--- src/rtl/tune_scheduler_pkg.sv ---
// tune_scheduler_pkg: shared audio constants, tune identifiers and scheduler helpers
package tune_scheduler_pkg;
  typedef enum logic [1:0] {
    TUNE_None     = 2'd0,
    TUNE_BTN      = 2'd1,
    TUNE_Victory  = 2'd2,
    TUNE_GameOver = 2'd3
  } tune_id_t;
  typedef enum logic [1:0] {IDLE, WAIT_START, PLAYING, GAP} sched_state_t;
  localparam int DEF_MIN_GAP = 1000;
  localparam int DEF_START_TIMEOUT = 4;
  localparam logic [7:0] NOTE_C4 = 8'd60;
  localparam logic [7:0] NOTE_E4 = 8'd64;
  localparam logic [7:0] NOTE_G4 = 8'd67;
  localparam logic [7:0] NOTE_C5 = 8'd72;
  function automatic tune_id_t top_tune(input logic [2:0] p);
    return p[2] ? TUNE_GameOver : p[1] ? TUNE_Victory : p[0] ? TUNE_BTN : TUNE_None;
  endfunction
  function automatic logic [2:0] clear_mask(input tune_id_t t);
    return t == TUNE_GameOver ? 3'b111 : t == TUNE_Victory ? 3'b011 : t == TUNE_BTN ? 3'b001 : 3'b000;
  endfunction
endpackage

--- src/rtl/tune_scheduler_sched_timer.sv ---
// tune_scheduler_sched_timer: loadable down-counter that parks at zero
module tune_scheduler_sched_timer #(
  parameter int W = 4
) (
  input  logic         clk,
  input  logic         rst,
  input  logic         load,
  input  logic [W-1:0] value,
  output logic         zero
);
  logic [W-1:0] count;
  // Load wins; otherwise count down and hold at zero
  always_ff @(posedge clk or posedge rst)
    if (rst) count <= '0;
    else if (load) count <= value;
    else if (count != '0) count <= count - W'(1);
  assign zero = count == '0;
endmodule

--- src/rtl/tune_scheduler.sv ---
// tune_scheduler: arbitrates tune requests into start strobes for the note player
module tune_scheduler
  import tune_scheduler_pkg::*;
#(
  parameter int MIN_GAP       = DEF_MIN_GAP,
  parameter int START_TIMEOUT = DEF_START_TIMEOUT
) (
  input  logic       clk,
  input  logic       rst,
  input  logic       req_btn,
  input  logic       req_victory,
  input  logic       req_gameover,
  input  logic       mute,
  input  logic       player_busy,
  output logic       new_tune,
  output logic [1:0] tune_id,
  output logic [2:0] pending,
  output logic       dropped
);
  localparam int TMAX = MIN_GAP > START_TIMEOUT ? MIN_GAP : START_TIMEOUT;
  localparam int TW = TMAX > 2 ? $clog2(TMAX) : 1;
  localparam logic [TW-1:0] GAP_LOAD = TW'(MIN_GAP > 1 ? MIN_GAP - 1 : 0);
  localparam logic [TW-1:0] START_LOAD = TW'(START_TIMEOUT > 1 ? START_TIMEOUT - 1 : 0);
  sched_state_t state;
  tune_id_t cur, sel;
  logic mute_q, mute_rise, zero, load, issue, to_gap, busy_vic;
  logic [2:0] req, acc, eff;
  logic [TW-1:0] value;
  assign tune_id = cur;
  assign req = {req_gameover, req_victory, req_btn};
  assign mute_rise = mute & ~mute_q;
  assign busy_vic = (state == WAIT_START || state == PLAYING) && (cur == TUNE_Victory || cur == TUNE_GameOver);
  assign acc = mute ? 3'b000 : req & (busy_vic ? 3'b110 : 3'b111);
  assign eff = pending | acc;
  assign sel = top_tune(eff);
  assign issue = !mute && eff != 3'b000 &&
    (state == IDLE || (state == GAP && zero) || (state != IDLE && cur == TUNE_BTN && eff[2:1] != 2'b00));
  assign to_gap = (mute_rise && state != IDLE) || (state == WAIT_START && !player_busy && zero) ||
    (state == PLAYING && !player_busy);
  assign load = issue | to_gap;
  assign value = issue ? START_LOAD : GAP_LOAD;
  tune_scheduler_sched_timer #(.W(TW)) sched_timer (
    .clk   (clk),
    .rst   (rst),
    .load  (load),
    .value (value),
    .zero  (zero)
  );
  // Sequencer: issues start strobes, tracks the current tune and the pending latches
  always_ff @(posedge clk or posedge rst)
    if (rst) begin
      state <= IDLE;
      cur <= TUNE_None;
      pending <= 3'b000;
      new_tune <= 1'b0;
      dropped <= 1'b0;
      mute_q <= 1'b0;
    end else begin
      mute_q <= mute;
      new_tune <= issue || (mute_rise && state != IDLE);
      dropped <= mute ? (req != 3'b000 || (mute_rise && pending != 3'b000)) :
        (busy_vic && req_btn) || (issue && (eff & (clear_mask(sel) >> 1)) != 3'b000);
      if (mute_rise) begin
        pending <= 3'b000;
        if (state != IDLE) begin
          cur <= TUNE_None;
          state <= GAP;
        end
      end else if (issue) begin
        cur <= sel;
        pending <= eff & ~clear_mask(sel);
        state <= WAIT_START;
      end else begin
        pending <= eff;
        case (state)
          WAIT_START: state <= player_busy ? PLAYING : zero ? GAP : WAIT_START;
          PLAYING:    state <= player_busy ? PLAYING : GAP;
          GAP:        state <= zero ? IDLE : GAP;
          default:    state <= IDLE;
        endcase
      end
    end
endmodule
--- config.mk ---
export PLATFORM = sky130hd
export DESIGN_NAME = tune_scheduler
export DESIGN_NICKNAME = d
export VERILOG_FILES = /design/src/rtl/tune_scheduler_pkg.sv /design/src/rtl/tune_scheduler_sched_timer.sv /design/src/rtl/tune_scheduler.sv
export SDC_FILE = /design/constraint.sdc
export NUM_CORES = 1
export LEC_CHECK = 0
export CAP_MARGIN = 20
export CELL_PAD_IN_SITES_DETAIL_PLACEMENT = 1
export CELL_PAD_IN_SITES_GLOBAL_PLACEMENT = 1
export CORE_MARGIN = 5
export CORE_UTILIZATION = 40
export CTS_CLUSTER_SIZE = 20
export DETAILED_ROUTE_END_ITERATION = 10
export PLACE_DENSITY = 0.84
export SYNTH_ARGS = -nofsm -noshare
export SYNTH_HDL_FRONTEND = slang
export SYNTH_SLANG_ARGS = --single-unit
--- constraint.sdc ---
create_clock -name clk -period 2.3 [get_ports clk]
set_input_delay 0.46 -clock clk [delete_from_list [all_inputs] [get_ports clk]]
set_output_delay 0.46 -clock clk [all_outputs]
set_load 0.02 [all_outputs]
==> flow_metrics.py, run 1 <==
metrics = {
    "setup_path": {
        "crit_type": "flip-flop to flip-flop",
        "max_stage_delay_ns": 0.58,
        "worstSetupPathDepth": 7,
        "path_cells": "inv_1, ha_1, nor2b_1, a41oi_1, nor2_1, a21oi_1, and3_1",
        "crit_path_start_kind": "flip-flop",
        "worst_setup_path_end_kind": "flip-flop",
        "critPathTopFamily": "compound AO/OA/AOI/OAI gates",
        "critPathSlowestCell": "a21oi_1",
        "r2r_cells": 7,
        "cp-startpoint": "sched_timer.count[0]",
        "worstPathRequired_ns": 2.56,
        "critical_path.max_fanout": 10,
        "path_buf_inv": 1,
        "rr_startpoint": "sched_timer.count[0]",
        "arrival_ns": 2.32,
    },
    "route": {
        "drc": 0,
        "ant_nets": 0,
        "via_count": 1038,
        "viasPerCell": 5.70,
        "finalWirelength_mm": 3.12,
        "first_pass_iters": 4,
        "drt-initial-drc-count": 38,
        "wl_per_cell_um": 17.1,
    },
    "clock_tree": {
        "cts_tree": "done",
        "post-cts-setup-buffers": 0,
        "clk_pin_slew_ns": 0.12,
        "ctsLongestPathBuffers": 2,
        "clk-insertion-delay-late_ns": 0.31,
        "cts_root_buf": "clkbuf_4",
        "cts.htree.levels": 1,
        "numCtsBuffers": 3,
        "hold_buffers": 0,
        "ctsResizeCount": 0,
        "clock_sinks": 20,
    },
    "power": {
        "peakVddDrop_mv": 0.758,
        "power_density_nw_per_um2": 1330,
        "power.leakage_uw": 0.000635,
    },
    "sta": {
        "max_slew.worst_pin.slew_ns": 0.744,
        "setup_viol": 0,
        "fin_skew_ns": 0.000944,
        "rsz0062_at_grt": "false",
        "period_minus_slack_ns": 2.06,
        "finalMaxSlewViolations": 0,
        "max_slew_margin_pct": 50.4,
        "hold_viol_final": 0,
        "fin_ws_ns": 0.237,
        "max_freq_ghz": 0.485,
        "period_share_pct": 89.7,
    },
    "hold_path": {
        "hp-class": "primary input to asynchronous set/reset pin",
    },
    "global_routing": {
        "use_met1_pct": 18.2,
        "gr-usage-met2_pct": 30.8,
        "overflow": 0,
        "grt_use_met3_pct": 3.93,
        "antenna_found_initial": 0,
        "grt_start_max_net_pins": 21,
        "grt_use_total_pct": 16.2,
        "grt.busiest_layer": "met2",
        "grt_pass1_wl_mm": 5.38,
        "first_global_vias": 1183,
    },
    "synthesis": {
        "synth_ff_type": "dfrtp_1",
        "synth-seq-cells": 20,
        "avgSynthCellArea_um2": 9.42,
        "ys_types": 36,
        "synth_edf_count": 0,
        "synth_area_leaders": "dfrtp_1 41%, ha_1 7.2%, o21ai_0 4.1%",
        "syn_inst": 129,
        "yosysWarnings": 0,
        "netlist_area_um2": 1210,
        "synth_top_area_share_pct": 41.2,
        "ys_seq_area_share_pct": 41.2,
        "synth_nets": 143,
        "synth_top_area_cell": "dfrtp_1",
        "async_flop_share_pct": 100,
    },
    "placed_design": {
        "pre_cts_slack_ns": -0.0154,
        "portBuffers": 13,
        "place_area_um2": 1410,
        "dpl.hpwl_mm": 2.49,
        "gp_congestion": 0.961,
    },
    "floorplanning": {
        "fp.dieW_um": 65.1,
        "start_util_pct": 40.8,
        "num_rows": 20,
        "die_area_um2": 4240,
        "core_area_um2": 2980,
        "die_h_um": 65.1,
        "io_pins": 14,
    },
    "finish": {
        "nNetsFinal": 164,
        "num_antenna_cells": 0,
        "syn_to_final_growth_pct": 20.2,
        "drive_above_1_share_pct": 10.1,
        "postLayoutCoreUtil_pct": 49.0,
        "fin_area_um2": 1460,
    },
    "run_status": {
        "status": "finished, final reports clean",
    },
    "job": {
        "cap_violations": 0,
    },
}
-- sequential cells by signal (all words and copies together), names as in the netlist --
register	flops
sched_timer.count	10
pending	3
state	2
tune_id	2
dropped	1
mute_q	1
new_tune	1
-- report_power, final --
part           switching (µW)  internal [µW]  leakage, µW
clock                     123            176    0.0000279
combinational             532            416     0.000368
sequential                187            504     0.000239
total                     843           1100     0.000635
-- worst min-delay path, cell delays in order --
cell and delay [ns]:
clkdlybuf4s50_1 0.39, inv_1 0.05, buf_4 0.26
-- area by class of cell --
| class | count | area (µm²) |
|---|---|---|
| tap | 33 | 41.3 |
| clock inverter | 1 | 30.0 |
| timing repair buffer | 18 | 168 |
| clock buffer | 3 | 22.5 |
| sequential | 20 | 500 |
| inverter | 8 | 30.0 |
| fill | 339 | 1520 |
| multi-input combinational | 99 | 668 |
-- Yosys cell counts, types with 2 or more instances --
cell / n
a211oi_4: 2
a21oi_1: 9
a31oi_1: 5
and3_1: 2
dfrtp_1: 20
ha_1: 7
inv_1: 8
mux2i_1: 4
nand2_1: 11
nand2b_1: 3
nand3_1: 4
nor2_1: 12
nor2b_1: 2
nor3_1: 7
o21ai_0: 10
or3_1: 3
-- cell families (layout without fill, tap and decap cells) --
group | after synthesis | count (layout) | share of synthesized area [%]
flops | 20 | 20 | 41.2
fa+ha+maj | 8 | 8 | 8.03
compound gates | 34 | 34 | 18.8
mux | 5 | 5 | 4.22
buf+inv | 10 | 30 | 3.81
simple gates | 50 | 50 | 22.5
xor+xnor | 2 | 2 | 1.44
-- final timing paths --
check	end	slack, ns
worst max-delay path	sched_timer.count[3]	0.24
min in group clk	pending[0]	0.58
worst min-delay path	dropped	0.46
worst max register to register	sched_timer.count[3]	0.24
max in group asynchronous	tune_id[1]	1.63
worst min register to register	pending[0]	0.58
-- routing by layer --
metal | vias up | routed length, µm | part of all wire, %
met1 | 520 | 1340 | 43
met4 | 0 | 46 | 1.5
met2 | 12 | 1650 | 53
li1 | 501 | - | -
met3 | 5 | 86 | 2.8
met5 | - | 0 | 0
-- per-stage QoR --
stage          total power [µW]  setup TNS, ns  hold WS [ns]  cells
2_1_floorplan              1320              0         0.424    129
3_3_place_gp               1580              0         0.553    178
3_5_place_dp               1650        -0.0228         0.559    178
4_1_cts                    1950              0         0.465    182
5_1_grt                    2080              0         0.480    182
6_report                   1940              0         0.456    182
-- layout by cell type (no fill, tap or decap), types with 2 or more instances in the layout --
cell	n
buf_4	5
nand2_1	11
mux2i_1	4
nor3_1	7
inv_1	8
clkdlybuf4s50_1	13
o21ai_0	10
a31oi_1	5
a211oi_4	2
and3_1	2
nand3_1	4
nand2b_1	3
nor2_1	12
ha_1	7
nor2b_1	2
dfrtp_1	20
a21oi_1	9
or3_1	3
clkbuf_4	3
Note: power is estimated with default switching activity, not from simulation.
==> inputs of run 2 (changes only) <==
--- a/config.mk
+++ b/config.mk
@@ -12,6 +12,7 @@
 export CORE_UTILIZATION = 40
 export CTS_CLUSTER_SIZE = 20
 export DETAILED_ROUTE_END_ITERATION = 10
+export HOLD_SLACK_MARGIN = 0.12
 export PLACE_DENSITY = 0.84
 export SYNTH_ARGS = -nofsm -noshare
 export SYNTH_HDL_FRONTEND = slang
==> results of run 2 <==
Final layout, timing and power as in run 1 (identical DEF).
